$ cat config.mk
export PLATFORM = sky130hd
export DESIGN_NAME = pwm_multi_timer
export DESIGN_NICKNAME = d
export VERILOG_FILES = /design/src/rtl/pwm_timer_pkg.sv /design/src/rtl/pwm_multi_timer_if.sv /design/src/rtl/pwm_compare_ch.sv /design/src/rtl/pwm_multi_timer.sv
export SDC_FILE = /design/constraint.sdc
export NUM_CORES = 1
export LEC_CHECK = 0
export ABC_AREA = 1
export CORE_MARGIN = 10
export CORE_UTILIZATION = 56
export DETAILED_ROUTE_END_ITERATION = 6
export PLACE_DENSITY = 0.83
export SYNTH_ARGS = -nofsm -noshare
export SYNTH_HDL_FRONTEND = slang
export SYNTH_SLANG_ARGS = --single-unit
$ cat constraint.sdc
create_clock -name i_clk -period 2.5 [get_ports i_clk]
set_input_delay 0.5 -clock i_clk [delete_from_list [all_inputs] [get_ports i_clk]]
set_output_delay 0.5 -clock i_clk [all_outputs]
set_load 0.01 [all_outputs]
$ cat src/rtl/pwm_timer_pkg.sv
// Shared constants for the multi-channel PWM timer: mode encodings, count direction and default sizing.
package pwm_timer_pkg;

   localparam int unsigned DEF_CNT_W      = 10;
   localparam int unsigned DEF_NUM_CH     = 4;
   localparam int unsigned DEF_RST_PERIOD = 999;

   localparam logic MODE_EDGE   = 1'b0;
   localparam logic MODE_CENTER = 1'b1;

   typedef enum logic {
      DIR_UP   = 1'b0,
      DIR_DOWN = 1'b1
   } dir_t;

endpackage

$ cat src/rtl/pwm_multi_timer_if.sv
// Timer-to-channel bus: shadow load strobe, boundary commit strobe and the shared counter value.
interface pwm_multi_timer_if #(
   parameter int unsigned CNT_W = pwm_timer_pkg::DEF_CNT_W
);
   logic             load;
   logic             commit;
   logic [CNT_W-1:0] counter;

   modport master (output load, commit, counter);
   modport slave  (input  load, commit, counter);
endinterface

$ cat src/rtl/pwm_compare_ch.sv
// One PWM channel: shadow/active duty pair plus the counter comparator.
module pwm_compare_ch #(
   parameter int unsigned CNT_W = pwm_timer_pkg::DEF_CNT_W
) (
   input  logic             i_clk,
   input  logic             i_reset,
   pwm_multi_timer_if.slave bus,
   input  logic [CNT_W-1:0] duty_in,
   output logic             pwm_c
);

   logic [CNT_W-1:0] shd_duty_q;
   logic [CNT_W-1:0] act_duty_q;

   // On a coincident load and commit the active duty takes the old shadow.
   always_ff @(posedge i_clk) begin
      if (i_reset) begin
         shd_duty_q <= '0;
         act_duty_q <= '0;
      end else begin
         if (bus.load)   shd_duty_q <= duty_in;
         if (bus.commit) act_duty_q <= shd_duty_q;
      end
   end

   assign pwm_c = (bus.counter < act_duty_q);

endmodule

$ cat src/rtl/pwm_multi_timer.sv
// Multi-channel PWM timer with edge- and center-aligned counting and boundary-synchronous reloads.
module pwm_multi_timer
   import pwm_timer_pkg::*;
#(
   parameter int unsigned CNT_W      = DEF_CNT_W,
   parameter int unsigned NUM_CH     = DEF_NUM_CH,
   parameter int unsigned RST_PERIOD = DEF_RST_PERIOD
) (
   input  logic                    i_clk,
   input  logic                    i_reset,
   input  logic                    i_en,
   input  logic                    i_mode,
   input  logic [CNT_W-1:0]        i_period,
   input  logic [NUM_CH*CNT_W-1:0] i_duty,
   input  logic                    i_load,
   output logic [CNT_W-1:0]        o_counter,
   output logic                    o_dir,
   output logic [NUM_CH-1:0]       o_pwm,
   output logic                    o_period_tick
);

   localparam logic [CNT_W-1:0] PERIOD_RST = CNT_W'(RST_PERIOD);
   localparam logic [CNT_W-1:0] ONE        = CNT_W'(1);

   dir_t             dir_q;
   logic [CNT_W-1:0] cnt_q;
   logic [CNT_W-1:0] act_period_q;
   logic [CNT_W-1:0] shd_period_q;
   logic             act_mode_q;
   logic             shd_mode_q;
   logic             tick_q;
   logic             boundary_c;

   pwm_multi_timer_if #(.CNT_W(CNT_W)) ch_bus ();

   // Boundary: counter is about to return to 0; P = 0 makes every cycle a boundary.
   always_comb begin
      boundary_c = 1'b0;
      if (act_period_q == '0)
         boundary_c = 1'b1;
      else if (act_mode_q == MODE_EDGE)
         boundary_c = (cnt_q >= act_period_q);
      else if (dir_q == DIR_DOWN)
         boundary_c = (cnt_q <= ONE);
      else
         boundary_c = (cnt_q >= act_period_q) && (act_period_q == ONE);
   end

   always_ff @(posedge i_clk) begin
      if (i_reset) begin
         cnt_q        <= '0;
         dir_q        <= DIR_UP;
         tick_q       <= 1'b0;
         act_period_q <= PERIOD_RST;
         shd_period_q <= PERIOD_RST;
         act_mode_q   <= MODE_EDGE;
         shd_mode_q   <= MODE_EDGE;
      end else begin
         if (i_load) begin
            shd_period_q <= i_period;
            shd_mode_q   <= i_mode;
         end
         tick_q <= i_en && boundary_c;
         if (i_en) begin
            if (boundary_c) begin
               cnt_q        <= '0;
               dir_q        <= DIR_UP;
               act_period_q <= shd_period_q;
               act_mode_q   <= shd_mode_q;
            end else if (dir_q == DIR_DOWN) begin
               cnt_q <= cnt_q - ONE;
            end else if (act_mode_q == MODE_CENTER && cnt_q >= act_period_q) begin
               // Turnaround at the top: P is shown once, then count down from P-1.
               cnt_q <= act_period_q - ONE;
               dir_q <= DIR_DOWN;
            end else begin
               cnt_q <= cnt_q + ONE;
            end
         end
      end
   end

   assign ch_bus.load    = i_load;
   assign ch_bus.commit  = i_en && boundary_c;
   assign ch_bus.counter = cnt_q;

   for (genvar k = 0; k < int'(NUM_CH); k++) begin : g_ch
      pwm_compare_ch #(.CNT_W(CNT_W)) u_ch (
         .i_clk   (i_clk),
         .i_reset (i_reset),
         .bus     (ch_bus),
         .duty_in (i_duty[k*CNT_W +: CNT_W]),
         .pwm_c   (o_pwm[k])
      );
   end

   assign o_counter     = cnt_q;
   assign o_dir         = (dir_q == DIR_DOWN);
   assign o_period_tick = tick_q;

endmodule

==> After elaboration in Yosys (flattened, before gate mapping) <==
Cells that the tools add are included.
{ "totals": {"wordCells": 39, "out_inout_bits": 16, "input_bits": 55, "register_bits": 114} }
{ "op_classes": {"add_sub_neg": 3, "n_lt_le_gt_ge": 6, "n_reduce_logical": 5, "n_mux": 9, "n_eq_ne": 1} }
{ "ops": {"columns": ["operator", "n"], "rows": [
  ["10-bit < comparator", 4],
  ["10-bit 2-to-1 mux", 3],
  ["10-bit by 1-bit subtractor with 10-bit output (second input constant)", 2],
  ["10-bit by 1-bit adder with 10-bit output (second input constant)", 1],
  ["10-bit by 1-bit equality test with 1-bit output (second input constant)", 1],
  ["10-bit greater-or-equal comparator", 1],
  ["10-bit by 1-bit <= comparator with 1-bit output (second input constant)", 1],
  ["10-bit logical NOT", 1],
  ["1-bit 2-to-1 mux", 6],
  ["1-bit logical AND", 3],
  ["2-bit AND reduction", 1]
]} }

==> Depth between registers and ports, before layout <==
Gate-level depths: netlist (run 1).
{ "logic_depth": {"ltp_word": 6, "mapped_depth": 15, "depth_no_buf": 14} }

==> Cells and area by module <==
From an unflattened synthesis (run 1), not the netlist that was laid out.
{ "hier_totals": {"cells_unflattened": 829, "hier_area_um2": 6138.4} }
{ "modules_own_cells": {"columns": ["mod", "n_inst", "cells_each", "area_each_um2"], "rows": [
  ["pwm_compare_ch", 4, 121, 972.2],
  ["pwm_multi_timer", 1, 345, 2249.7]
]} }

==> Worst setup path after synthesis (run 1) <==
OpenSTA, ideal clock, no wires.
{ "synth_timing": {"path_type": "register to register", "start": "register cnt_q[3], in the netlist o_counter[3]", "end": "register act_period_q[2]", "setup_time_ns": 0.117, "slack_ns": 0.513, "synth_period_minus_slack_ns": 1.987, "required_time_ns": 2.383, "arrival_time_ns": 1.870, "path_stages_with_launch": 15, "path_cell_list": "dfxtp_1 -> ha_1 -> nand2_1 -> nand2_1 -> nand2_1 -> nand2_1 -> nand2_1 -> nand3_2 -> nand2_1 -> nand2_2 -> nand2_4 -> nand2_4 -> buf_4 -> nor2_1 -> nor2_1"} }
{ "synth_between": {"elab_chain_len": 6, "word_cells_on_any_way": 7, "classes_between": "order compare: 2; mux: 3; reduce/logical: 2"} }
{ "synth_lines": {"columns": ["item", "line", "rtl"], "rows": [
  ["from (decl)", "pwm_multi_timer.sv:26", "logic [CNT_W-1:0] cnt_q;"],
  ["from (signal assigned)", "pwm_multi_timer.sv:71", "cnt_q <= cnt_q - ONE;"],
  ["from (signal assigned)", "pwm_multi_timer.sv:74", "cnt_q <= act_period_q - ONE;"],
  ["from (signal assigned)", "pwm_multi_timer.sv:77", "cnt_q <= cnt_q + ONE;"],
  ["10-bit greater-or-equal comparator", "pwm_multi_timer.sv:42, pwm_multi_timer.sv:46", null],
  ["1-bit logical AND", "pwm_multi_timer.sv:46", "boundary_c = (cnt_q >= act_period_q) && (act_period_q == ONE);"],
  ["1-bit 2-to-1 mux", "pwm_multi_timer.sv:43", "else if (dir_q == DIR_DOWN)"],
  ["1-bit 2-to-1 mux (*)", "pwm_multi_timer.sv:41", "else if (act_mode_q == MODE_EDGE)"],
  ["1-bit 2-to-1 mux (*)", "pwm_multi_timer.sv:39", "if (act_period_q == '0)"],
  ["2-bit AND reduction (no source line) (*)", null, null],
  ["to (signal assigned)", "pwm_multi_timer.sv:68", "act_period_q <= shd_period_q;"],
  ["to (decl)", "pwm_multi_timer.sv:27", "logic [CNT_W-1:0] act_period_q;"]
]} }
Mark *: on every way between the ends. The rest lies on a longest branch, timed or not.
A chain may end at the register's enable or synchronous reset.

==> Worst setup path after layout (run 1) <==
{ "layout_timing": {"start": "register g_ch[2].u_ch.act_duty_q[3]", "end": "output o_pwm[2]"} }
{ "layout_between": {"elab_chain_len": 1} }
{ "layout_lines": {"columns": ["item", "line", "rtl"], "rows": [
  ["from (decl)", "pwm_compare_ch.sv:13", "logic [CNT_W-1:0] act_duty_q;"],
  ["from (signal assigned)", "pwm_compare_ch.sv:22", "if (bus.commit) act_duty_q <= shd_duty_q;"],
  ["10-bit < comparator", "pwm_compare_ch.sv:26", "assign pwm_c = (bus.counter < act_duty_q);"],
  ["to (decl)", "pwm_multi_timer.sv:18", "output logic [NUM_CH-1:0] o_pwm,"]
]} }
Every way passes these cells.

==> results by group, run 1 <==
Run status
  • Status: finished, violations left
  • Violated checks: DRC, setup timing

Critical path
  • Crit path DAT: 2.09 ns
  • R2R setup slack: 0.13 ns
  • Worst EP required: approximately 2 ns
  • Crit Reg-Reg Startpoint: act_period_q[5]$_SDFFE_PP1P_
  • CP Class: flop to output port
  • Critical Path Max Stage Delay: 0.34 ns
  • Register-to-Register Path Depth: 12
  • Crit path launch type: flop
  • Crit-path slowest cell: dfxtp_1
  • Critical path, cell by cell: inv_1, ha_1, a21oi_1, o21ai_0, a211oi_2, buf_2
  • Worst reg2reg path endpoint: g_ch[3].u_ch.act_duty_q[3]$_SDFFE_PP0P_
  • CP Capture Type: output port
  • Worst-path fanout max: 2

Final layout
  • Antenna diodes: 0
  • Final Instance Area: 7710 um2
  • Area delta synth->final: 29.2%
  • Number of fill cells in the layout: ~720
  • Layout cells sized above 1: between 10% and 20%
  • Final non-filler cell total: 1033
  • Final nets: 991

Hold path
  • Worst Hold End: act_mode_q$_SDFFE_PP0P_
  • HP Class: flop to flop
  • Min-delay src: shd_mode_q$_SDFFE_PP0P_
  • Hold path depth: 2

Logic synthesis
  • Post-Syn Area: approximately 6000 um2
  • Flop and latch count out of synthesis: approximately 110
  • EDFF count, synth: 0
  • Post-Synthesis Net Count: between 900 and 1000
  • Synth warnings: 0
  • Syn avg cell area: between 7 and 8 um2
  • Ys async rst share: 0%
  • Cell variety after synth: 32
  • Seq/Total Area, Yosys: between 30% and 40%
  • Post-synthesis cell count: ~810
  • Synth Flop Type: dfxtp_1

Clock tree
  • Clk buf depth: 2
  • Root buffer cell: clkbuf_8
  • Reg clk slew, reported paths: approximately 0.06 ns
  • CTS buffer count: 17
  • Clock Latency Late Sink: roughly 0.53 ns
  • CTS tree: done
  • Clock sink count: about 110
  • Max H-tree Level: 4
  • CTS Hold Bufs: 0

STA
  • Clk_skew: 0.00751 ns
  • Final Hold Viols: 0
  • Setup ws final: -0.0942 ns
  • RSZ-0062 raised after global routing: true
  • Setup TNS: -0.204 ns
  • Endpoints failing setup: 4
  • Worst-margin pin slew: between 0.4 and 0.5 ns
  • Tmin final: between 2 and 3 ns
  • F_max: approximately 390 MHz
  • Final Max Slew Viols: 0
  • Min Hold Slack: roughly 0.45 ns
  • Period utilization: 104%
  • Rel. slew slack: 67.7%

Floorplanning
  • IO Count: between 70 and 80
  • # rows: 37
  • Die X: between 100 and 150 um
  • Initial core utilization: 57.6%
  • Placeable Area: slightly above 10000 um2
  • Full die area: roughly 15000 um2
  • Chip Height: about 120 um

Pwr
  • Sequential share of power: roughly two fifths
  • Leakage: between 3 and 4 nW
  • Max VDD drop: between 0.0005 and 0.0006 V
  • Clock power share: about 54%
  • Switching part of the total: between 20 and 25%
  • Power Dens Cells: between 600 and 700 nW/um2
  • Logic pwr share: roughly 7.0%
  • Switching Power: roughly 1.1 mW
  • Pint: 3.82 mW

Drt
  • Vias: 5930
  • First-pass DRT Iterations: 7
  • DRT antenna net count: 0
  • Number of remaining DRC errors: 2
  • Initial DRC count: approximately 420
  • Post-Route WL: 18700 um
  • Vias per std cell: around 5.7
  • WL/cell: about 18 um

GRT
  • Total congestion overflow: 0
  • Global-route wire length before repair: between 20000 and 30000 um
  • GRT Total Usage: 22.3%
  • Vias in the first global route: between 5000 and 6000
  • Initial antenna violation count: 0
  • Pin count of the biggest net entering global routing: 54

Place
  • RD Place Congestion: 0.909
  • Hpwl dp: approximately 12000 um
  • DP Area: around 7000 um2
  • Placed Cells: 998
  • IO Port Bufs: 70

Flow run
  • Max-cap viol count: 0
[sequential cells by signal, summed over array words and instances, names as in the netlist]
signal and cells:
g_ch.u_ch.act_duty_q 40, g_ch.u_ch.shd_duty_q 40, act_period_q 10, o_counter 10, shd_period_q 10, act_mode_q 1, o_dir 1, o_period_tick 1
shd_mode_q 1
[how the worst max path moves through the flow]
stage / to / slack (ns) / startpoint / depth (start not counted)
after detailed placement: o_pwm[0] / -0.06 / o_counter[5]$_SDFFE_PP0P_ / 7
after global placement: o_pwm[3] / 0.02 / o_counter[5]$_SDFFE_PP0P_ / 7
after CTS: o_pwm[2] / 0.001 / o_counter[3]$_SDFFE_PP0P_ / 5
after global routing: o_pwm[2] / -0.13 / g_ch[2].u_ch.act_duty_q[9]$_SDFFE_PP0P_ / 8
final: o_pwm[2] / -0.09 / g_ch[2].u_ch.act_duty_q[3]$_SDFFE_PP0P_ / 6
after floorplan: act_period_q[2]$_SDFFE_PP1P_ / 0.51 / o_counter[3]$_SDFFE_PP0P_ / 14
[what timing repair did]
item / in CTS / in global routing
setup buffers: 1 / 0
setup endpoints to repair: 9 / 47
gates cloned: 0 / 3
pin swaps: 3 / 12
gates resized for setup: 43 / 20
endpoints found under the hold margin: 0 / 0
[cells by family (layout without fill, tap and decap cells)]
family / count (synthesis) / in the layout / share of synthesized area [%]
buf+inv: 132 / 219 / 9.47
flops: 114 / 114 / 38.2
compound gates: 145 / 145 / 15.1
simple gates: 354 / 357 / 24.9
fa+ha+maj: 51 / 51 / 10.7
xor+xnor: 11 / 11 / 1.61
[area by class of cell]
type / count / area (um2) / share of cell area (%)
tap: 136 / 170 / 2.21
timing repair buffer: 93 / 870 / 11.3
clock inverter: 9 / 178 / 2.30
multi-input combinational: 564 / 3370 / 43.8
clock buffer: 22 / 463 / 6.00
inverter: 95 / 357 / 4.62
sequential: 114 / 2300 / 29.8
[layer usage]
metal	up-vias	global-route usage [%]	routed length [um]
met5	-	0	0
met4	0	9.97	701
met3	71	4.88	1360
met2	294	37.7	9220
met1	2794	26.7	7380
li1	2771	-	-
[synth_stat cells, types with 2 or more instances]
library cell / instances / area [um2]
dfxtp_1: 114 / 2280
buf_2: 5 / 25.0
buf_4: 9 / 67.6
nor2_2: 3 / 18.8
o21ai_2: 37 / 324
clkbuf_1: 18 / 67.6
buf_6: 4 / 45.0
nor3_1: 17 / 85.1
o31ai_1: 6 / 45.0
o21ai_0: 55 / 275
a21oi_1: 34 / 170
ha_1: 51 / 638
clkinv_1: 3 / 11.3
nand3b_1: 3 / 22.5
o21ai_1: 4 / 20.0
inv_1: 91 / 342
xor2_1: 11 / 96.3
nand2_1: 148 / 556
a31oi_1: 3 / 18.8
nand3_1: 47 / 235
nor2_1: 124 / 465
o311ai_0: 3 / 26.3
nand2_4: 2 / 22.5
nand4_1: 7 / 43.8
[worst max-delay path: cells and delay by family (launching register included)]
kind | cells | cell delay, ns
AOI/OAI and AO/OA | 3 | 0.66
DFF | 1 | 0.34
adders and majority gates | 1 | 0.31
buffers and inverters | 2 | 0.26
[power by group through the flow]
stage	Clock [mW]	Combinational, mW	Sequential [mW]
2_1_floorplan	0	0.177	1.94
3_3_place_gp	0	0.318	1.94
3_5_place_dp	0	0.328	1.95
4_1_cts	2.64	0.329	1.91
5_1_grt	2.71	0.374	1.91
6_report	2.66	0.342	1.91
[per-stage QoR]
step	utilization [%]	power, mW	worst slack (ns)
5_1_grt	74.4	4.99	-0.127
2_1_floorplan	-	2.12	0.513
6_report	74.4	4.91	-0.0942
4_1_cts	72.9	4.87	0.00122
3_3_place_gp	65.7	2.26	0.0183
3_5_place_dp	65.7	2.28	-0.0555
[cell usage in the layout, fill, tap and decap left out, drive strengths merged, types with 27 or more instances in the layout]
master / instances
clkdlybuf4s50: 66
ha: 51
nand2: 152
nor2: 130
nand3: 48
inv: 92
a21oi: 34
dfxtp: 114
o21ai: 96
buf: 27
No activity file was read; power rests on OpenSTA's default activity.
==> inputs of run 2 (changes only) <==
Settings changed: GPL_TIMING_DRIVEN set to 0.
==> run 2 against run 1 <==
Against the previous run:
- the flow finishes with violations (setup timing)
- register-to-register slack lost 0.03 ns
- clock power decreased by 15%
- utilization up 1.3 points
- die area is the same
- largest power group unchanged
- highest routed layer unchanged
==> results by group, run 2 (same netlist as run 1, synthesis figures left out) <==
Run status
  • Status: finished, violations left
  • Violated checks: setup timing

Place
  • Hpwl dp: 10900 um (-5.4%)
  • Placed Cells: 1013 (+1.5%)
  • RD Place Congestion: 0.914 (+0.59%)
  • IO Port Bufs: 70 (unchanged)
  • DP Area: 6840 um2 (+0.46%)

Final layout
  • Antenna diodes: 0 (unchanged)
  • Final Instance Area: 7840 um2 (+1.7%)
  • Largest registers: g_ch.u_ch.act_duty_q: 40 flops, g_ch.u_ch.shd_duty_q: 40 flops
  • Commonest non-fill, non-tap cell in the layout: nand2_1
  • Layout cells sized above 1: 17.9% (+2.1 points)
  • Area delta synth->final: 31.4%
  • Number of fill cells in the layout: 733 (+1.2%)
  • Final nets: 1016 (+2.5%)
  • Final non-filler cell total: 1058 (+2.4%)
  • Most frequent cells in the layout: nand2_1 (146), nor2_1 (124), dfxtp_1 (103)

Hold path
  • Min-delay src: g_ch[0].u_ch.shd_duty_q[4]$_SDFFE_PP0P_
  • Hold path depth: 2 (unchanged)
  • HP Class: flop to flop

GRT
  • Vias in the first global route: 5696 (+2.1%)
  • Pin count of the biggest net entering global routing: 17 (-69%)
  • GRT Total Usage: 23.3% (+0.97 points)
  • Global-route wire length before repair: 27600 um (+1.8%)
  • Initial antenna violation count: 0 (unchanged)
  • Total congestion overflow: 0 (unchanged)

Critical path
  • Crit path launch type: flop
  • Register-to-Register Path Depth: 14 (+2)
  • CP Class: flop to output port
  • Worst EP required: 2.00 ns (about the same)
  • CP Capture Type: output port
  • Crit path DAT: 2.02 ns (-0.07 ns)
  • Crit path launch: o_counter[3]$_SDFFE_PP0P_
  • Crit Reg-Reg Startpoint: o_counter[7]$_SDFFE_PP0P_
  • Worst-path fanout max: 5 (+3)

Floorplanning
  • Initial core utilization: 57.6% (unchanged)
  • IO Count: 71 (unchanged)
  • Full die area: 15200 um2 (unchanged)
  • Chip Height: 123 um (unchanged)
  • Die X: 123 um (unchanged)
  • Placeable Area: 10400 um2 (unchanged)
  • # rows: 37 (unchanged)

STA
  • Tmin final: 2.52 ns (-0.0766 ns)
  • Clk_skew: 0.00551 ns (-0.00200 ns)
  • F_max: 397 MHz (+3.0%)
  • Setup TNS: -0.0381 ns (+0.165 ns)
  • Period utilization: 101% (-3.1 points)
  • Endpoints failing setup: 3 (-1)
  • Final Max Slew Viols: 0 (unchanged)
  • Setup ws final: -0.0176 ns (+0.0766 ns)
  • Rel. slew slack: 57.2% (-11 points)
  • RSZ-0062 raised after global routing: true
  • Final Hold Viols: 0 (unchanged)
  • Min Hold Slack: 0.455 ns (+0.00709 ns)
  • Worst-margin pin slew: 0.643 ns (+0.158 ns)

Pwr
  • Max VDD drop: 0.000663 V (+12%)
  • Switching part of the total: 24.8% (+2.6 points)
  • Logic pwr share: 7.6% (+0.6 points)
  • Switching Power: 1.12 mW (+2.5%)
  • Leakage: 3.44 nW (+1.1%)
  • Total power: 4.50 mW (-8.2%)
  • Sequential share of power: 42.4% (+3.5 points)
  • Clock power share: 50.0% (-4.2 points)
  • Pint: 3.39 mW (-11%)
  • Power Dens Cells: 574 nW/um2 (-9.8%)

Clock tree
  • Clk buf depth: 2 (unchanged)
  • CTS tree: done
  • Clock sink count: 114 (unchanged)
  • CTS buffer count: 17 (unchanged)
  • Root buffer cell: clkbuf_8
  • Reg clk slew, reported paths: 0.06 ns (about the same)
  • Clock Latency Late Sink: 0.52 ns (about the same)
  • Max H-tree Level: 4 (unchanged)

Drt
  • First-pass DRT Iterations: 6 (-1)
  • Number of remaining DRC errors: 0 (-2)
  • Post-Route WL: 18300 um (-1.9%)
  • Vias per std cell: 5.59 (-2.7%)
  • DRT antenna net count: 0 (unchanged)
  • Vias: 5909 (-0.35%)
  • WL/cell: 17.3 um (-4.2%)
  • Initial DRC count: 664 (+59%)

Flow run
  • Max-cap viol count: 0 (unchanged)
run 2: cell types whose count changed in the layout (fill, tap and decap cells not counted), moves of 3 or more:
cell	previous run	this run
buf_2	4	8
buf_6	1	7
bufinv_16	5	1
clkbuf_1	2	18
clkinv_4	0	3
dfxtp_1	108	103
dfxtp_4	4	8
ha_1	41	35
ha_4	10	16
inv_1	89	85
inv_2	3	7
o311ai_2	0	3
o31ai_1	3	6
o31ai_2	3	0
run 2: per-layer routing:
layer / vias up / wire length, um / track usage, %
li1: 2821 / - / -
met2: 312 / 8980 / 39.8
met3: 86 / 1350 / 4.97
met5: - / 0 / 0
met1: 2690 / 6970 / 26.1
met4: 0 / 1000 / 14.3
run 2: cell type report:
class,count,area [um2],area share [%]
Buffer,33,179,2.28
Multi-Input combinational cell,561,3420,43.6
Timing Repair Buffer,88,850,10.8
Inverter,95,357,4.55
Clock inverter,12,110,1.40
Sequential cell,114,2320,29.5
Clock buffer,19,442,5.63
Tap cell,136,170,2.17
run 2: path summary, 6_finish.rpt:
kind                                             endpoint  slack [ns]
setup / recovery                                 o_pwm[2]       -0.02
hold / removal    g_ch[0].u_ch.act_duty_q[4]$_SDFFE_PP0P_        0.46
setup reg to reg  g_ch[3].u_ch.act_duty_q[7]$_SDFFE_PP0P_        0.10
hold reg to reg   g_ch[0].u_ch.act_duty_q[4]$_SDFFE_PP0P_        0.46
run 2: power groups by stage:
stage          logic [mW]  clock network, mW  registers [mW]
6_report            0.342               2.25            1.91
5_1_grt             0.377               2.34            1.91
4_1_cts             0.333               2.26            1.91
3_5_place_dp        0.334                  0            1.95
3_3_place_gp        0.331                  0            1.95
2_1_floorplan       0.177                  0            1.94
run 2: per-stage QoR:
step	utilization, %	worst slack (ns)
5_1_grt	75.6	-0.0665
2_1_floorplan	-	0.513
6_report	75.6	-0.0176
4_1_cts	73.6	0.0134
3_3_place_gp	66.0	-0.339
3_5_place_dp	66.0	-0.417
run 2: worst max-delay path: stages (launching register included):
cell and delay (ns):
dfxtp_4 0.39, ha_1 0.34, a21oi_2 0.19, o21ai_0 0.14
a211oi_2 0.28, buf_6 0.15
run 2: timing repair:
item,in CTS,in global routing
hold buffers,0,0
buffers inserted,14,4
pin swaps,10,12
gates resized for setup,57,29
endpoints found under the setup margin,19,61
==> inputs of run 3 (changes only) <==
Settings changed: PLACE_DENSITY 0.83 to 0.87, SKIP_LAST_GASP set to 1.
==> run 3 against run 2 <==
Against the previous run:
- the flow still finishes with violations (setup timing)
- register-to-register slack worse by 0.05 ns
- non-clock buffer count increased by 3
- critical endpoint is now o_pwm[3]
- sequential share of layout area shrank 0.21 points
- critical path type unchanged
- wire length grew 11%
- critical path depth increased by 3
- highest routed layer unchanged
- clock power rose by 12%
- total power rose by 6.6%
==> results by group, run 3 (same netlist as run 1, synthesis figures left out) <==
Run status
  • Status: finished, violations left
  • Violated checks: setup timing

Drt
  • WL/cell: 19.2 um (+11%)
  • Vias per std cell: 5.89 (+5.4%)
  • Post-Route WL: 20400 um (+11%)
  • Initial DRC count: 677 (+2.0%)
  • Vias: 6254 (+5.8%)
  • Number of remaining DRC errors: 0 (unchanged)
  • First-pass DRT Iterations: 6 (unchanged)
  • DRT antenna net count: 0 (unchanged)

Pwr
  • Power Dens Cells: 608 nW/um2 (+5.8%)
  • Total power: 4.80 mW (+6.6%)
  • Leakage: 3.48 nW (+1.3%)
  • Max VDD drop: 0.000497 V (-25%)

Critical path
  • Crit path DAT: 2.15 ns (+0.13 ns)
  • Critical path, cell by cell: buf_12, ha_4, inv_2, o31ai_1, nand2_1, o311ai_2, a31oi_1, buf_2
  • Crit Reg-Reg Startpoint: o_counter[3]$_SDFFE_PP0P_
  • Crit path launch: o_counter[5]$_SDFFE_PP0P_
  • Critical Path Max Stage Delay: 0.38 ns (about the same)
  • Worst EP required: 2.00 ns (about the same)
  • CP Class: flop to output port
  • Worst reg2reg path endpoint: g_ch[1].u_ch.act_duty_q[9]$_SDFFE_PP0P_
  • Crit-path slowest cell: dfxtp_4
  • Register-to-Register Path Depth: 14 (unchanged)
  • Worst-path fanout max: 4 (-1)
  • CP Capture Type: output port
  • Crit path launch type: flop
  • R2R setup slack: 0.05 ns (-0.05 ns)

Hold path
  • Worst Hold End: g_ch[3].u_ch.act_duty_q[0]$_SDFFE_PP0P_
  • HP Class: flop to flop
  • Min-delay src: g_ch[3].u_ch.shd_duty_q[0]$_SDFFE_PP0P_
  • Hold path depth: 2 (unchanged)

Final layout
  • Commonest non-fill, non-tap cell in the layout: nand2_1
  • Largest registers: g_ch.u_ch.act_duty_q: 40 flops, g_ch.u_ch.shd_duty_q: 40 flops
  • Layout cells sized above 1: 17.8% (-0.077 points)
  • Antenna diodes: 0 (unchanged)
  • Most frequent cells in the layout: nand2_1 (145), nor2_1 (124), dfxtp_1 (103)
  • Area delta synth->final: 32.3%
  • Final nets: 1019 (+0.30%)
  • Final non-filler cell total: 1062 (+0.38%)
  • Number of fill cells in the layout: 707 (-3.5%)

GRT
  • GRT Total Usage: 25.8% (+2.4 points)
  • Total congestion overflow: 0 (unchanged)
  • Vias in the first global route: 6077 (+6.7%)
  • Initial antenna violation count: 0 (unchanged)
  • Global-route wire length before repair: 30600 um (+11%)
  • Pin count of the biggest net entering global routing: 17 (unchanged)

STA
  • Clk_skew: 0.00601 ns (+0.000495 ns)
  • Setup ws final: -0.152 ns (-0.134 ns)
  • Tmin final: 2.65 ns (+0.134 ns)
  • F_max: 377 MHz (-5.1%)
  • Final Max Slew Viols: 0 (unchanged)
  • Rel. slew slack: 58.6% (+1.4 points)
  • Final Hold Viols: 0 (unchanged)
  • Setup TNS: -0.414 ns (-0.376 ns)
  • Worst-margin pin slew: 0.622 ns (-0.0209 ns)
  • RSZ-0062 raised after global routing: true
  • Period utilization: 106% (+5.4 points)
  • Endpoints failing setup: 4 (+1)

Flow run
  • Max-cap viol count: 0 (unchanged)

Floorplanning
  • Chip Height: 123 um (unchanged)
  • IO Count: 71 (unchanged)
  • Full die area: 15200 um2 (unchanged)
  • Die X: 123 um (unchanged)
  • # rows: 37 (unchanged)
  • Placeable Area: 10400 um2 (unchanged)
  • Initial core utilization: 57.6% (unchanged)

Clock tree
  • Max H-tree Level: 4 (unchanged)
  • Clock Latency Late Sink: 0.54 ns (+0.02 ns)
  • Reg clk slew, reported paths: 0.06 ns (about the same)
  • CTS tree: done
  • CTS buffer count: 17 (unchanged)
  • CTS Hold Bufs: 0 (unchanged)
  • Root buffer cell: clkbuf_8
  • Clk buf depth: 2 (unchanged)
  • Clock sink count: 114 (unchanged)

Place
  • Hpwl dp: 11300 um (+3.0%)
  • IO Port Bufs: 70 (unchanged)
  • Placed Cells: 1013 (unchanged)
  • RD Place Congestion: 0.909 (-0.60%)
==> run 3: layout make-up <==
type | count | area, um2 | share of cell area, %
Inverter | 95 | 357 | 4.51
Buffer | 33 | 179 | 2.27
Clock inverter | 13 | 185 | 2.34
Clock buffer | 19 | 422 | 5.34
Sequential cell | 114 | 2320 | 29.3
Tap cell | 136 | 170 | 2.15
Multi-Input combinational cell | 561 | 3410 | 43.2
Timing Repair Buffer | 91 | 861 | 10.9
==> run 3: worst max-delay path: cells and delay by family (launching register included) <==
kind | cells | cell delay [ns]
compound gates | 3 | 0.48
flops | 1 | 0.38
simple gates | 1 | 0.13
fa+ha+maj | 1 | 0.28
buf+inv | 3 | 0.34
==> run 3: repair_timing <==
action                     in CTS  in global routing
pin swaps                       6                 17
setup endpoints to repair       5                 65
buffers inserted               12                  9
gates resized for setup        56                 29
==> run 3: how the worst max path moves through the flow <==
| stage | slack [ns] | depth (start not counted) | to |
|---|---|---|---|
| 3_5_place_dp | -0.38 | 8 | o_pwm[0] |
| 5_1_grt | -0.17 | 8 | o_pwm[3] |
| 3_3_place_gp | -0.38 | 8 | o_pwm[0] |
| 6_report | -0.15 | 8 | o_pwm[3] |
| 4_1_cts | -0.007 | 8 | o_pwm[2] |
| 2_1_floorplan | 0.51 | 14 | act_period_q[2]$_SDFFE_PP1P_ |
==> run 3: stage by stage <==
step	setup slack, ns	cell area, um2	hold WS [ns]	util (%)
final	-0.152	7900	0.455	76.2
after global placement	-0.378	6840	0.435	66.0
after CTS	-0.00671	7720	0.454	74.4
after detailed placement	-0.384	6840	0.435	66.0
after global routing	-0.166	7900	0.473	76.2
after floorplan	0.513	5970	0.413	-
==> run 3: power breakdown <==
group | total, mW | internal, mW | switching [mW]
clock network | 2.53 | 1.62 | 0.915
logic | 0.353 | 0.153 | 0.200
registers | 1.91 | 1.87 | 0.0425
==> run 3: routing by layer <==
layer	up-vias	global-route usage (%)	routed length [um]	share of wire (%)
met1	2832	28.2	7470	37
met5	-	0	0	0
met3	155	7.11	1940	9.5
met4	0	17.1	1450	7.1
met2	435	42.9	9510	47
li1	2832	-	-	-
